==> config.mk <==
export PLATFORM = sky130hd
export DESIGN_NAME = v_sync_gen_flat
export DESIGN_NICKNAME = d
export VERILOG_FILES = /design/src/rtl/v_sync_if.sv /design/src/rtl/v_sync_gen.sv /design/src/flat_wrapper.sv
export SDC_FILE = /design/constraint.sdc
export NUM_CORES = 1
export LEC_CHECK = 0
export ABC_AREA = 1
export BUFFER_PORTS_ARGS = -buffer_cell sky130_fd_sc_hd__clkbuf_2
export CORE_UTILIZATION = 25
export CTS_CLUSTER_DIAMETER = 100
export DETAILED_ROUTE_END_ITERATION = 10
export MAX_ROUTING_LAYER = met4
export PLACE_DENSITY_LB_ADDON = 0.08
export SETUP_SLACK_MARGIN = 0.3
export SLEW_MARGIN = 20
export SYNTH_ARGS = -nofsm -noshare
export SYNTH_HDL_FRONTEND = slang
export SYNTH_SLANG_ARGS = --single-unit
==> constraint.sdc <==
create_clock -name clk -period 3.4 [get_ports clk]
set_input_delay 0 -clock clk [delete_from_list [all_inputs] [get_ports clk]]
set_output_delay 0 -clock clk [all_outputs]
set_load 0.1 [all_outputs]
==> src/rtl/v_sync_if.sv <==
// Bundles the line-strobe input and VGA timing outputs shared between h_counter,
// v_sync_gen and the pixel pipeline.
interface v_sync_if;
    logic [9:0] h_count;
    logic       trig_v;
    logic [9:0] v_count;
    logic       hsync;
    logic       vsync;
    logic       video_on;
    logic [9:0] pix_x;
    logic [9:0] pix_y;
    logic       frame_start;
    logic       sync_err;

    modport master (
        output h_count, trig_v,
        input  v_count, hsync, vsync, video_on, pix_x, pix_y, frame_start, sync_err
    );

    modport slave (
        input  h_count, trig_v,
        output v_count, hsync, vsync, video_on, pix_x, pix_y, frame_start, sync_err
    );
endinterface

==> src/rtl/v_sync_gen.sv <==
// Vertical line counter and phase FSM plus the registered VGA sync stage; every
// output lags h_count/v_count by one clock so pix_x/pix_y line up with the syncs.
module v_sync_gen #(
    parameter int H_VISIBLE = 640,
    parameter int H_FP      = 16,
    parameter int H_SYNC    = 96,
    parameter int H_TOTAL   = 800,
    parameter int V_VISIBLE = 480,
    parameter int V_FP      = 10,
    parameter int V_SYNC    = 2,
    parameter int V_TOTAL   = 525
) (
    input  logic      clk,
    input  logic      rst,
    v_sync_if.slave   bus
);

    typedef enum logic [1:0] {
        V_ACTIVE,
        V_FRONT,
        V_SYNC_PH,
        V_BACK
    } vState_t;

    localparam logic [9:0] H_VIS    = 10'(H_VISIBLE);
    localparam logic [9:0] HS_START = 10'(H_VISIBLE + H_FP);
    localparam logic [9:0] HS_END   = 10'(H_VISIBLE + H_FP + H_SYNC);
    localparam logic [9:0] H_LAST   = 10'(H_TOTAL - 1);
    localparam logic [9:0] V_LAST   = 10'(V_TOTAL - 1);
    localparam logic [9:0] VF_START = 10'(V_VISIBLE);
    localparam logic [9:0] VS_START = 10'(V_VISIBLE + V_FP);
    localparam logic [9:0] VB_START = 10'(V_VISIBLE + V_FP + V_SYNC);

    vState_t    r_state;
    vState_t    w_stateNext;
    logic [9:0] r_vCount;
    logic [9:0] w_vNext;
    logic       r_hsync;
    logic       r_vsync;
    logic       r_videoOn;
    logic [9:0] r_pixX;
    logic [9:0] r_pixY;
    logic       r_frameStart;
    logic       r_syncErr;

    assign w_vNext = (r_vCount == V_LAST) ? 10'd0 : r_vCount + 10'd1;

    // The state names the phase of the line v_count is about to enter.
    always_comb begin
        w_stateNext = r_state;
        case (r_state)
            V_ACTIVE:  if (bus.trig_v && w_vNext == VF_START) w_stateNext = V_FRONT;
            V_FRONT:   if (bus.trig_v && w_vNext == VS_START) w_stateNext = V_SYNC_PH;
            V_SYNC_PH: if (bus.trig_v && w_vNext == VB_START) w_stateNext = V_BACK;
            V_BACK:    if (bus.trig_v && w_vNext == 10'd0)    w_stateNext = V_ACTIVE;
            default:   w_stateNext = V_ACTIVE;
        endcase
    end

    always_ff @(posedge clk) begin
        if (rst) begin
            r_vCount     <= 10'd0;
            r_state      <= V_ACTIVE;
            r_hsync      <= 1'b1;
            r_vsync      <= 1'b1;
            r_videoOn    <= 1'b0;
            r_pixX       <= 10'd0;
            r_pixY       <= 10'd0;
            r_frameStart <= 1'b0;
            r_syncErr    <= 1'b0;
        end else begin
            if (bus.trig_v) begin
                r_vCount <= w_vNext;
            end
            r_state      <= w_stateNext;
            r_hsync      <= ~(bus.h_count >= HS_START && bus.h_count < HS_END);
            r_vsync      <= ~(r_state == V_SYNC_PH);
            r_videoOn    <= (bus.h_count < H_VIS) && (r_state == V_ACTIVE);
            r_pixX       <= bus.h_count;
            r_pixY       <= r_vCount;
            r_frameStart <= (bus.h_count == 10'd0) && (r_vCount == 10'd0);
            // A strobe off the last pixel still advances the count; it is only flagged.
            if (bus.trig_v && bus.h_count != H_LAST) begin
                r_syncErr <= 1'b1;
            end
        end
    end

    assign bus.v_count     = r_vCount;
    assign bus.hsync       = r_hsync;
    assign bus.vsync       = r_vsync;
    assign bus.video_on    = r_videoOn;
    assign bus.pix_x       = r_pixX;
    assign bus.pix_y       = r_pixY;
    assign bus.frame_start = r_frameStart;
    assign bus.sync_err    = r_syncErr;

endmodule

==> src/flat_wrapper.sv <==
// flat-port wrapper written by rule: the top's interface ports become plain ports
module v_sync_gen_flat 
#(
    parameter int H_VISIBLE = 640,
    parameter int H_FP      = 16,
    parameter int H_SYNC    = 96,
    parameter int H_TOTAL   = 800,
    parameter int V_VISIBLE = 480,
    parameter int V_FP      = 10,
    parameter int V_SYNC    = 2,
    parameter int V_TOTAL   = 525
)
  (clk, rst, bus_h_count, bus_trig_v, bus_v_count, bus_hsync, bus_vsync, bus_video_on, bus_pix_x, bus_pix_y, bus_frame_start, bus_sync_err);
  v_sync_if bus_i ();
  input  logic clk;
  input  logic rst;
  input wire logic [$bits(bus_i.h_count)-1:0] bus_h_count;
  input wire logic [$bits(bus_i.trig_v)-1:0] bus_trig_v;
  output wire logic [$bits(bus_i.v_count)-1:0] bus_v_count;
  output wire logic [$bits(bus_i.hsync)-1:0] bus_hsync;
  output wire logic [$bits(bus_i.vsync)-1:0] bus_vsync;
  output wire logic [$bits(bus_i.video_on)-1:0] bus_video_on;
  output wire logic [$bits(bus_i.pix_x)-1:0] bus_pix_x;
  output wire logic [$bits(bus_i.pix_y)-1:0] bus_pix_y;
  output wire logic [$bits(bus_i.frame_start)-1:0] bus_frame_start;
  output wire logic [$bits(bus_i.sync_err)-1:0] bus_sync_err;
  assign bus_i.h_count = bus_h_count;
  assign bus_i.trig_v = bus_trig_v;
  assign bus_v_count = bus_i.v_count;
  assign bus_hsync = bus_i.hsync;
  assign bus_vsync = bus_i.vsync;
  assign bus_video_on = bus_i.video_on;
  assign bus_pix_x = bus_i.pix_x;
  assign bus_pix_y = bus_i.pix_y;
  assign bus_frame_start = bus_i.frame_start;
  assign bus_sync_err = bus_i.sync_err;
  v_sync_gen #(.H_VISIBLE(H_VISIBLE), .H_FP(H_FP), .H_SYNC(H_SYNC), .H_TOTAL(H_TOTAL), .V_VISIBLE(V_VISIBLE), .V_FP(V_FP), .V_SYNC(V_SYNC), .V_TOTAL(V_TOTAL)) u_core (.clk(clk), .rst(rst), .bus(bus_i));
endmodule
==> results.sh <==
export IMPL_drive_gt1_frac=0.303
export IMPL_die_y_um=85.9
export IMPL_status="finished, final reports clean"
export IMPL_drt_iter0_drc=34
export IMPL_max_freq_mhz=498
export IMPL_maxCapViolCount=0
export IMPL_cp_end_kind="register"
export IMPL_clock_latency_ns=0.29
export IMPL_skew_ns=0.00785
export IMPL_synth_enable_flop_cells=0
export IMPL_io_pins=48
export IMPL_cts_root_buf="clkbuf_8"
export IMPL_wl_um=4530
export IMPL_grt_util_all_layers=0.136
export IMPL_start_kind="register"
export IMPL_grt_antenna_before_repair=0
export IMPL_final_common_cell="clkbuf_2"
export IMPL_grt_pass1_vias=1574
export IMPL_ys_warnings_count=0
export IMPL_diodes=0
export IMPL_arrival_ns=2.20
export IMPL_ctsResizeCount=0
export IMPL_drcViolationCount=0
export IMPL_dp_hpwl_um=3460
export IMPL_dp_slack_ns=1.40
export IMPL_final_cell_mix="clkbuf_2 (47), dfxtp_1 (37), inv_1 (34), nand2_1 (34), nor2_1 (32)"
export IMPL_hold_viol=0
export IMPL_syn2layout_area_growth_pct=30.7
export IMPL_worst_slew_pin_slew_ns=0.561
export IMPL_maxSlewViolCount=0
export IMPL_core_area_um2=6790
export IMPL_period_needed_ns=2.01
export IMPL_numCtsBuffers=5
export IMPL_peakVddDrop_uv=240
export IMPL_stdcell_count=390
export IMPL_syn_inst=236
export IMPL_firstDrtPassIters=4
export IMPL_clk_pin_slew_ns=0.08
export IMPL_num_rows=30
export IMPL_grt_ovfl_total=0
export IMPL_ys_top_cells_by_area="dfxtp_1 (42%), inv_1 (7.3%), nand2_1 (7.3%), nor2_1 (6.8%), ha_1 (4.3%)"
export IMPL_worstHoldPathType="in2reg"
export IMPL_avgSynthCellArea_um2=7.45
export IMPL_netlist_area_leader_share=0.421
export IMPL_placedCellCount=372
export IMPL_clk_path_buf_depth=2
export IMPL_gp_congestion=0.781
export IMPL_vias=1585
export IMPL_synth_nets=255
export IMPL_path_max_fanout=7
export IMPL_port_buffers=47
export IMPL_htreeDepth=2
export IMPL_hold_ws_ns=0.151
export IMPL_synth_area_um2=1760
export IMPL_rsz0062_at_grt="false"
export IMPL_synth_area_leader_cell="dfxtp_1"
export IMPL_p_per_area_nw_per_um2=562
export IMPL_placedInstanceArea_um2=2080
export IMPL_grt_pass1_wl_um=7590
export IMPL_wire_per_inst_um=11.6
export IMPL_synth_cell_types=28
export IMPL_timing_final_crit_share=0.590
export IMPL_critPathKind="reg2reg"
export IMPL_timing_slew_headroom=0.628
export IMPL_grt_max_degree=26
export IMPL_ys_ff_latch=37
export IMPL_ant_nets=0
export IMPL_leakage_nw=1.11
export IMPL_finalSetupViolations=0
export IMPL_async_flop_share=0
export IMPL_tns_ns=0
export IMPL_design_area_um2=2300
export IMPL_clock_sinks=37
export IMPL_dieWidth_um=85.9
export IMPL_ys_seq_area_frac=0.421
export IMPL_vias_per_cell=4.06
export IMPL_num_nets_final=312
export IMPL_synth_ff_type="dfxtp_1"
export IMPL_cts_tree="built"
export IMPL_critical_path_required_ns=3.59
export IMPL_initial_core_util=0.259
export IMPL_die_area_um2=7380
export IMPL_fin_ws_ns=1.39
## report_power, final
group	switching [mW]	internal (mW)	leakage, nW
Clock	0.168	0.239	0.0574
Sequential	0.0258	0.464	0.305
Combinational	0.302	0.0933	0.748
## Yosys cell counts (2+ instances only)
library cell   n
a21oi_1       12
nor2_4         3
nor3_1         2
inv_2          5
nor2_1        32
nor2_2         8
ha_1           6
a211oi_1       2
nand2_2       11
clkbuf_1       5
o21ai_0       12
dfxtp_1       37
inv_1         34
nand3_2        3
nand3_1       14
nand4_1        4
nand2_1       34
o21ai_1        2
## registers in the layout, summed over array words and instances, names as in the netlist
register and flops:
u_core.bus.frame_start 1, u_core.bus.pix_x 10, u_core.bus.hsync 1, u_core.bus.sync_err 1, u_core.bus.pix_y 10, u_core.bus.vsync 1
u_core.bus.v_count 10, u_core.r_state 2, u_core.bus.video_on 1
## layer usage
layer	vias to the layer above	global-route usage	part of all wire
met2	28	0.203	0.44
li1	852	-	-
met5	-	-	0
met4	0	0.0500	0.0084
met3	5	0.0366	0.039
met1	700	0.175	0.51
## kinds of logic (layout without fill, tap and decap cells)
family                     after synthesis  after routing  share of synthesized area
AOI/OAI and AO/OA                       31             31                     0.0989
xor gates and xnor gates                 1              1                    0.00498
adders and majority gates                6              6                     0.0427
buffers and inverters                   46            104                      0.103
DFF                                     37             37                      0.421
and+or+nand+nor                        115            115                      0.329
## metrics by stage
| step | total power, mW | utilization |
|---|---|---|
| 2_1_floorplan | 0.821 | - |
| 3_3_place_gp | 0.895 | 0.306 |
| 3_5_place_dp | 0.890 | 0.306 |
| 4_1_cts | 1.31 | 0.338 |
| 5_1_grt | 1.37 | 0.338 |
| 6_report | 1.29 | 0.338 |
## final cells by class
type	instances	area, µm²
Fill cell	767	4490
Multi-Input combinational cell	153	837
Sequential cell	37	741
Timing Repair Buffer	57	335
Inverter	39	146
Tap cell	96	120
Clock buffer	6	82.6
Clock inverter	2	37.5
## critical path, stage by stage, from the launching register on
cell and delay [ns]:
dfxtp_1 0.37, inv_1 0.17, ha_1 0.24, nand3_1 0.13
nor2_4 0.12, nand2_4 0.10, nand2_2 0.13, nand3_4 0.08
nor2_2 0.10, nand2_1 0.07, a21oi_1 0.17, nand3_1 0.10
nand2_1 0.07, nor2_1 0.04
## timing repair
action                    in CTS  in global routing
hold endpoints to repair      11                  0
hold buffers                  10                  0
buffers inserted               0                  0
## worst paths after layout
path	startpoint	end	slack, ns	cells after the start
setup reg to reg	u_core.bus.v_count[0]	u_core.r_state[0]	1.39	13
hold / removal	bus_trig_v	u_core.bus.v_count[5]	0.15	2
setup / recovery	u_core.bus.v_count[0]	u_core.r_state[0]	1.39	13
hold reg to reg	u_core.bus.sync_err	u_core.bus.sync_err	0.46	2
(Power assumes the default switching activity.)
